**src/rtl/ctrl_pkg.sv**
```systemverilog
// Shared encodings for the multi-cycle controller: FSM states, instruction
// fields, datapath mux selects and flag bit positions.
package ctrl_pkg;

  typedef enum logic [3:0] {
    S_FETCH    = 4'd0,
    S_DECODE   = 4'd1,
    S_MEMADR   = 4'd2,
    S_MEMREAD  = 4'd3,
    S_MEMWB    = 4'd4,
    S_MEMWRITE = 4'd5,
    S_EXECR    = 4'd6,
    S_EXECI    = 4'd7,
    S_ALUWB    = 4'd8,
    S_BRANCH   = 4'd9,
    S_ERROR    = 4'd10
  } state_t;

  localparam logic [1:0] OP_DP  = 2'b00;
  localparam logic [1:0] OP_MEM = 2'b01;
  localparam logic [1:0] OP_BR  = 2'b10;
  localparam logic [1:0] OP_ILL = 2'b11;

  localparam logic [3:0] CMD_AND = 4'b0000;
  localparam logic [3:0] CMD_SUB = 4'b0010;
  localparam logic [3:0] CMD_ADD = 4'b0100;
  localparam logic [3:0] CMD_CMP = 4'b1010;
  localparam logic [3:0] CMD_ORR = 4'b1100;

  localparam logic [2:0] COND_AL = 3'b000;
  localparam logic [2:0] COND_EQ = 3'b001;
  localparam logic [2:0] COND_NE = 3'b010;
  localparam logic [2:0] COND_GE = 3'b011;
  localparam logic [2:0] COND_LT = 3'b100;
  localparam logic [2:0] COND_GT = 3'b101;
  localparam logic [2:0] COND_LE = 3'b110;
  localparam logic [2:0] COND_CS = 3'b111;

  localparam logic [2:0] ALU_ADD = 3'b000;
  localparam logic [2:0] ALU_SUB = 3'b001;
  localparam logic [2:0] ALU_AND = 3'b010;
  localparam logic [2:0] ALU_ORR = 3'b011;

  localparam logic [1:0] RES_ALUOUT  = 2'b00;
  localparam logic [1:0] RES_MEMDATA = 2'b01;
  localparam logic [1:0] RES_ALU     = 2'b10;

  localparam logic [1:0] SRCA_REG    = 2'b00;
  localparam logic [1:0] SRCA_PC     = 2'b01;
  localparam logic [1:0] SRCA_ALUOUT = 2'b10;

  localparam logic [1:0] SRCB_REG  = 2'b00;
  localparam logic [1:0] SRCB_IMM  = 2'b01;
  localparam logic [1:0] SRCB_FOUR = 2'b10;

  localparam int FLAG_N = 3;
  localparam int FLAG_Z = 2;
  localparam int FLAG_C = 1;
  localparam int FLAG_V = 0;

endpackage

```
**src/rtl/multi_cycle_ctrl_if.sv**
```systemverilog
// Controller <-> datapath/memory signal bundle. The master side is the
// controller; the slave side is the datapath that obeys it.
interface multi_cycle_ctrl_if;
  logic       mem_ready;
  logic [1:0] op;
  logic [5:0] funct;
  logic [2:0] cond;
  logic [3:0] alu_flags;
  logic       pc_write;
  logic       ir_write;
  logic       adr_src;
  logic       mem_write;
  logic       reg_write;
  logic [1:0] result_src;
  logic [1:0] alu_src_a;
  logic [1:0] alu_src_b;
  logic [2:0] alu_control;
  logic [3:0] flags;
  logic       busy;

  modport master (
    input  mem_ready, op, funct, cond, alu_flags,
    output pc_write, ir_write, adr_src, mem_write, reg_write, result_src,
           alu_src_a, alu_src_b, alu_control, flags, busy
  );

  modport slave (
    output mem_ready, op, funct, cond, alu_flags,
    input  pc_write, ir_write, adr_src, mem_write, reg_write, result_src,
           alu_src_a, alu_src_b, alu_control, flags, busy
  );
endinterface

```
**src/rtl/ctrl_decoder.sv**
```systemverilog
// Combinational decode: data-processing cmd to ALU operation plus write
// suppression, and condition field evaluated against the flags register.
module ctrl_decoder
  import ctrl_pkg::*;
(
  input  logic [3:0] cmd,
  input  logic [2:0] cond,
  input  logic [3:0] flags,
  output logic [2:0] alu_control,
  output logic       no_write,
  output logic       legal,
  output logic       cond_ex
);

  logic n_flag, z_flag, c_flag, v_flag;
  assign n_flag = flags[FLAG_N];
  assign z_flag = flags[FLAG_Z];
  assign c_flag = flags[FLAG_C];
  assign v_flag = flags[FLAG_V];

  always_comb begin
    alu_control = ALU_ADD;
    no_write    = 1'b0;
    legal       = 1'b1;
    case (cmd)
      CMD_ADD: alu_control = ALU_ADD;
      CMD_SUB: alu_control = ALU_SUB;
      CMD_AND: alu_control = ALU_AND;
      CMD_ORR: alu_control = ALU_ORR;
      CMD_CMP: begin
        alu_control = ALU_SUB;
        no_write    = 1'b1;
      end
      // Unknown commands still run as ADD but must leave no trace.
      default: begin
        no_write = 1'b1;
        legal    = 1'b0;
      end
    endcase
  end

  always_comb begin
    cond_ex = 1'b0;
    case (cond)
      COND_AL: cond_ex = 1'b1;
      COND_EQ: cond_ex = z_flag;
      COND_NE: cond_ex = !z_flag;
      COND_GE: cond_ex = (n_flag == v_flag);
      COND_LT: cond_ex = (n_flag != v_flag);
      COND_GT: cond_ex = !z_flag && (n_flag == v_flag);
      COND_LE: cond_ex = z_flag || (n_flag != v_flag);
      COND_CS: cond_ex = c_flag;
      default: cond_ex = 1'b0;
    endcase
  end

endmodule

```
**src/rtl/multi_cycle_ctrl.sv**
```systemverilog
// Multi-cycle main controller: instruction FSM, NZCV flags register and
// condition-gated architectural write strobes.
module multi_cycle_ctrl
  import ctrl_pkg::*;
(
  input  logic                clk,
  input  logic                reset,
  multi_cycle_ctrl_if.master  bus
);

  state_t     state_reg, state_next;
  logic [3:0] flags_reg;
  logic       cond_ex_reg;

  logic [2:0] dec_alu_control;
  logic       no_write, legal, cond_ex, flag_load;

  logic       pc_write_comb, ir_write_comb, mem_write_comb, reg_write_comb;
  logic       adr_src_comb, busy_comb;
  logic [1:0] result_src_comb, alu_src_a_comb, alu_src_b_comb;
  logic [2:0] alu_control_comb;

  ctrl_decoder u_decoder (
    .cmd         (bus.funct[4:1]),
    .cond        (bus.cond),
    .flags       (flags_reg),
    .alu_control (dec_alu_control),
    .no_write    (no_write),
    .legal       (legal),
    .cond_ex     (cond_ex)
  );

  always_ff @(posedge clk or negedge reset) begin
    if (!reset) state_reg <= S_FETCH;
    else        state_reg <= state_next;
  end

  // cond_ex is frozen at DECODE so a flag update in EXEC cannot affect its own write-back.
  assign flag_load = ((state_reg == S_EXECR) || (state_reg == S_EXECI)) &&
                     bus.funct[0] && cond_ex_reg && legal;

  always_ff @(posedge clk or negedge reset) begin
    if (!reset) begin
      flags_reg   <= 4'b0000;
      cond_ex_reg <= 1'b0;
    end else begin
      if (state_reg == S_DECODE) cond_ex_reg <= cond_ex;
      if (flag_load)             flags_reg   <= bus.alu_flags;
    end
  end

  always_comb begin
    state_next = S_FETCH;
    case (state_reg)
      S_FETCH:    state_next = bus.mem_ready ? S_DECODE : S_FETCH;
      S_DECODE: begin
        case (bus.op)
          OP_MEM:  state_next = S_MEMADR;
          OP_DP:   state_next = bus.funct[5] ? S_EXECI : S_EXECR;
          OP_BR:   state_next = S_BRANCH;
          OP_ILL:  state_next = S_FETCH;
          default: state_next = S_FETCH;
        endcase
      end
      S_MEMADR:   state_next = bus.funct[0] ? S_MEMREAD : S_MEMWRITE;
      S_MEMREAD:  state_next = bus.mem_ready ? S_MEMWB : S_MEMREAD;
      S_MEMWRITE: state_next = bus.mem_ready ? S_FETCH : S_MEMWRITE;
      S_EXECR:    state_next = S_ALUWB;
      S_EXECI:    state_next = S_ALUWB;
      default:    state_next = S_FETCH;
    endcase
  end

  always_comb begin
    pc_write_comb    = 1'b0;
    ir_write_comb    = 1'b0;
    mem_write_comb   = 1'b0;
    reg_write_comb   = 1'b0;
    adr_src_comb     = 1'b0;
    result_src_comb  = RES_ALUOUT;
    alu_src_a_comb   = SRCA_REG;
    alu_src_b_comb   = SRCB_REG;
    alu_control_comb = ALU_ADD;
    busy_comb        = 1'b1;
    case (state_reg)
      S_FETCH: begin
        alu_src_a_comb  = SRCA_PC;
        alu_src_b_comb  = SRCB_FOUR;
        result_src_comb = RES_ALU;
        ir_write_comb   = bus.mem_ready;
        pc_write_comb   = bus.mem_ready;
        busy_comb       = 1'b0;
      end
      S_DECODE: begin
        alu_src_a_comb = SRCA_PC;
        alu_src_b_comb = SRCB_FOUR;
      end
      S_MEMADR:   alu_src_b_comb = SRCB_IMM;
      S_MEMREAD:  adr_src_comb = 1'b1;
      S_MEMWRITE: begin
        adr_src_comb   = 1'b1;
        mem_write_comb = cond_ex_reg && bus.mem_ready;
      end
      S_MEMWB: begin
        result_src_comb = RES_MEMDATA;
        reg_write_comb  = cond_ex_reg;
      end
      S_EXECR:    alu_control_comb = dec_alu_control;
      S_EXECI: begin
        alu_src_b_comb   = SRCB_IMM;
        alu_control_comb = dec_alu_control;
      end
      S_ALUWB:    reg_write_comb = cond_ex_reg && !no_write;
      S_BRANCH: begin
        alu_src_a_comb  = SRCA_ALUOUT;
        alu_src_b_comb  = SRCB_IMM;
        result_src_comb = RES_ALU;
        pc_write_comb   = cond_ex_reg;
      end
      // Corrupted state: look exactly like FETCH under reset, strobes off.
      default: begin
        alu_src_a_comb  = SRCA_PC;
        alu_src_b_comb  = SRCB_FOUR;
        result_src_comb = RES_ALU;
        busy_comb       = 1'b0;
      end
    endcase
  end

  assign bus.pc_write    = pc_write_comb  && reset;
  assign bus.ir_write    = ir_write_comb  && reset;
  assign bus.mem_write   = mem_write_comb && reset;
  assign bus.reg_write   = reg_write_comb && reset;
  assign bus.adr_src     = adr_src_comb;
  assign bus.result_src  = result_src_comb;
  assign bus.alu_src_a   = alu_src_a_comb;
  assign bus.alu_src_b   = alu_src_b_comb;
  assign bus.alu_control = alu_control_comb;
  assign bus.flags       = flags_reg;
  assign bus.busy        = busy_comb;

endmodule

```
**src/flat_wrapper.sv**
```systemverilog
// flat-port wrapper written by rule: the top's interface ports become plain ports
module multi_cycle_ctrl_flat import ctrl_pkg::*;
  (clk, reset, bus_mem_ready, bus_op, bus_funct, bus_cond, bus_alu_flags, bus_pc_write, bus_ir_write, bus_adr_src, bus_mem_write, bus_reg_write, bus_result_src, bus_alu_src_a, bus_alu_src_b, bus_alu_control, bus_flags, bus_busy);
  multi_cycle_ctrl_if bus_i ();
  input  logic clk;
  input  logic reset;
  input wire logic [$bits(bus_i.mem_ready)-1:0] bus_mem_ready;
  input wire logic [$bits(bus_i.op)-1:0] bus_op;
  input wire logic [$bits(bus_i.funct)-1:0] bus_funct;
  input wire logic [$bits(bus_i.cond)-1:0] bus_cond;
  input wire logic [$bits(bus_i.alu_flags)-1:0] bus_alu_flags;
  output wire logic [$bits(bus_i.pc_write)-1:0] bus_pc_write;
  output wire logic [$bits(bus_i.ir_write)-1:0] bus_ir_write;
  output wire logic [$bits(bus_i.adr_src)-1:0] bus_adr_src;
  output wire logic [$bits(bus_i.mem_write)-1:0] bus_mem_write;
  output wire logic [$bits(bus_i.reg_write)-1:0] bus_reg_write;
  output wire logic [$bits(bus_i.result_src)-1:0] bus_result_src;
  output wire logic [$bits(bus_i.alu_src_a)-1:0] bus_alu_src_a;
  output wire logic [$bits(bus_i.alu_src_b)-1:0] bus_alu_src_b;
  output wire logic [$bits(bus_i.alu_control)-1:0] bus_alu_control;
  output wire logic [$bits(bus_i.flags)-1:0] bus_flags;
  output wire logic [$bits(bus_i.busy)-1:0] bus_busy;
  assign bus_i.mem_ready = bus_mem_ready;
  assign bus_i.op = bus_op;
  assign bus_i.funct = bus_funct;
  assign bus_i.cond = bus_cond;
  assign bus_i.alu_flags = bus_alu_flags;
  assign bus_pc_write = bus_i.pc_write;
  assign bus_ir_write = bus_i.ir_write;
  assign bus_adr_src = bus_i.adr_src;
  assign bus_mem_write = bus_i.mem_write;
  assign bus_reg_write = bus_i.reg_write;
  assign bus_result_src = bus_i.result_src;
  assign bus_alu_src_a = bus_i.alu_src_a;
  assign bus_alu_src_b = bus_i.alu_src_b;
  assign bus_alu_control = bus_i.alu_control;
  assign bus_flags = bus_i.flags;
  assign bus_busy = bus_i.busy;
  multi_cycle_ctrl u_core (.clk(clk), .reset(reset), .bus(bus_i));
endmodule
```
**config.mk**
```make
export PLATFORM = sky130hd
export DESIGN_NAME = multi_cycle_ctrl_flat
export DESIGN_NICKNAME = d
export VERILOG_FILES = /design/src/rtl/ctrl_pkg.sv /design/src/rtl/multi_cycle_ctrl_if.sv /design/src/rtl/ctrl_decoder.sv /design/src/rtl/multi_cycle_ctrl.sv /design/src/flat_wrapper.sv
export SDC_FILE = /design/constraint.sdc
export NUM_CORES = 1
export LEC_CHECK = 0
export CAP_MARGIN = 10
export CORE_UTILIZATION = 39
export CTS_BUF_LIST = sky130_fd_sc_hd__clkbuf_8 sky130_fd_sc_hd__clkbuf_16
export DETAILED_ROUTE_END_ITERATION = 6
export PLACE_DENSITY_LB_ADDON = 0.1
export SLEW_MARGIN = 20
export SYNTH_ARGS = -nofsm -noshare
export SYNTH_HDL_FRONTEND = slang
export SYNTH_SLANG_ARGS = --single-unit
```
**constraint.sdc**
```tcl
create_clock -name clk -period 2.2 [get_ports clk]
set_input_delay 0.44 -clock clk [delete_from_list [all_inputs] [get_ports clk]]
set_output_delay 0.44 -clock clk [all_outputs]
set_load 0.01 [all_outputs]
```
==> metrics.md <==
| Metric | Value |
|---|---|
| Post-DR vias/cell | `5.103` |
| RSZ-0062 raised after global routing | `no` |
| TritonRoute pass-1 iters | `4` |
| Core area | `between 1500 and 2000 um^2` |
| Hold Worst Slack | `around 0.3 ns` |
| Synthesized area per cell | `about 8.5 um^2` |
| Largest cells by area after synthesis | `dfrtp_1, mux2_1, xor2_1, nand2b_1, nor2_1` |
| Status | `finished clean` |
| PD cells | `1119 nW/um^2` |
| Leak | `between 0.0005 and 0.0006 uW` |
| Post-Syn Area | `between 700 and 800 um^2` |
| Critical path type | `in2out` |
| Critical path fanouts, max | `3` |
| Final Cycle Share | `between 90% and 100%` |
| # nets final | `149` |
| GRT overflow | `0` |
| Synth Net Count | `105` |
| Worst vdd ir | `around 650 uV` |
| Routed wire length | `1955 um` |
| CTS Buf Count | `3` |
| Yosys top cell by area | `dfrtp_1` |
| CTS tree | `done` |
| Clk Latency, worst-skew pair | `around 0.23 ns` |
| Port Buffers | `35` |
| Register area share after synthesis | `between 30% and 40%` |
| Detailed Place HPWL | `around 1500 um` |
| Share of layout cells above drive strength 1 | `around 18%` |
| Seq cells post-synth | `9` |
| Max Root-Sink Buffers | `2` |
| Clock Skew | `around 0.0061 ns` |
| Die footprint | `approximately 2100 um^2` |
| Cells after Synth | `87` |
| First-pass GRT wire length | `about 3000 um` |
| Fin crit period | `~2.1 ns` |
| GPL Wtd Cong | `roughly 0.8` |
| Area growth, synth to finish | `64.41%` |
| Pin count of the biggest net entering global routing | `15` |
| DRC viols | `0` |
| Initial DRC Count | `9` |
| Post-synth top area share | `between 30% and 40%` |
| CP arrival | `1.69 ns` |
| Final setup viols | `0` |
| Critical path capture point type | `primary output` |
| Initial core utilization | `42.29%` |
| Root Driver | `clkbuf_8` |
| Final hold vios | `0` |
| CP startpoint kind | `input pin` |
| Vias in the first global route | `just over 700` |
| Via count | `about 790` |
| Setup TNS | `0 ns` |
| CTS sink cnt | `9` |
| N_diodes | `0` |
| Cts hold-fix bufs | `0` |
| Worst Hold Class | `in2async` |
| Wire length per cell | `approximately 13 um` |
| Initial antenna violation count | `0` |
| Chip Height | `about 46 um` |
| Unique masters post-synth | `33` |
| Worst Path Required | `between 1.5 and 2 ns` |
| Max Slew Vio Count | `0` |
| R2R setup slack | `0.57 ns` |
| Total GRT Usage | `just over 20%` |
| Fmax | `between 400 and 500 MHz` |
| Die extent in x | `45.51 um` |
| Io pins | `37` |
| Remaining antenna violation count | `0` |
| H-tree depth | `1` |
| # fillers | `161` |
| Ys Warns | `0` |
| Clock Pin Slew Worst Setup and Hold Paths | `approximately 0.050 ns` |
| Row count | `15` |
| Max-cap violations | `0` |
[layout by cell type, fill, tap and decap left out, types with 4 or more instances in the layout]
cell,synthesis,final
nand2_1,6,6
inv_1,4,5
xor2_1,5,5
a21oi_1,4,4
dlygate4sd2_1,0,4
nor2_1,9,8
dlymetal6s2s_1,0,4
clkdlybuf4s50_1,0,25
dfrtp_1,9,6
nor3_1,5,5
nand2b_1,6,6
mux2_1,4,4
buf_4,2,8
[through the flow]
stage | power (uW) | cells | area, um^2 | utilization (%) | setup WS (ns)
after floorplan | 759.8 | 87 | 738.2 | - | 0.5078
after global placement | 1148 | 151 | 1159 | 66.38 | -0.2408
after detailed placement | 1166 | 151 | 1159 | 66.38 | -0.2632
after CTS | 1361 | 155 | 1205 | 69.03 | 0.008018
after global routing | 1459 | 155 | 1214 | 69.53 | 0.009249
final | 1358 | 155 | 1214 | 69.53 | 0.06816
[path summary, 6_finish.rpt]
check | from | end | cells after the start
max reg2reg | u_core.state_reg[1] | u_core.cond_ex_reg | 5
max in group asynchronous | reset | u_core.bus.flags[2] | 2
max | bus_funct[1] | bus_alu_control[0] | 4
min reg2reg | u_core.bus.flags[1] | u_core.bus.flags[1] | 1
min in group clk | u_core.bus.flags[1] | u_core.bus.flags[1] | 1
min | reset | u_core.state_reg[1] | 2
[cells in the mapped netlist]
master	instances
o32ai_1	1
nand3b_1	2
o22a_1	1
mux2i_1	1
nand3_1	1
nand2b_1	6
and4_1	1
xor2_1	5
nand4b_1	1
o22ai_1	3
dfrtp_1	9
a31oi_1	1
nor4_1	2
xnor2_1	2
a211oi_1	1
o32a_1	1
conb_1	1
or3_4	1
a21oi_1	4
inv_1	4
buf_1	1
buf_4	2
nor2b_1	1
nor3b_1	1
mux2_2	3
nor2_1	9
nor3_1	5
mux2_1	4
nand2_1	6
buf_2	2
o2111ai_1	3
inv_2	1
nor2_4	1
[cells by family after synthesis]
kind of cell    Yosys count  synth area share (%)
compound gates           15                 14.41
xor+xnor                  7                 8.305
buf+inv                  10                 6.439
flops                     9                 30.51
mux                       8                 12.03
other cells               1                0.5080
simple gates             37                 27.80
[worst max-delay path: stages]
cell	delay, ns
clkdlybuf4s50_1	0.44
or3_4	0.41
nor2_1	0.12
dlygate4sd2_1	0.28
[timing repair]
item / CTS / global route
pin swaps: 0 / 1
hold endpoints to repair: 0 / 0
setup endpoints to repair: 11 / 9
resized for setup: 10 / 11
gates cloned: 0 / 0
setup buffers: 0 / 0
[final cells by class]
type	count	area, um^2	area share, %
Clock buffer	3	41.29	3.402
Clock inverter	1	3.754	0.3093
Inverter	5	18.77	1.546
Multi-Input combinational cell	68	473.0	38.97
Sequential cell	9	229.0	18.87
Tap cell	25	31.28	2.577
Timing Repair Buffer	44	416.7	34.33
[power by group]
part	switching, uW	internal [uW]
clock	64.4	121
combinational	361	471
sequential	108	232
total	534	825
[routing by layer]
| metal | wire (um) | global-route usage [%] | share of wire [%] |
|---|---|---|---|
| met3 | 132 | 6.746 | 6.8 |
| met4 | 3 | 5.455 | 0.15 |
| met2 | 930 | 32.57 | 48 |
| met5 | 0 | 0 | 0 |
| met1 | 888 | 27.01 | 45 |
Power figures use the tool's default switching activity.
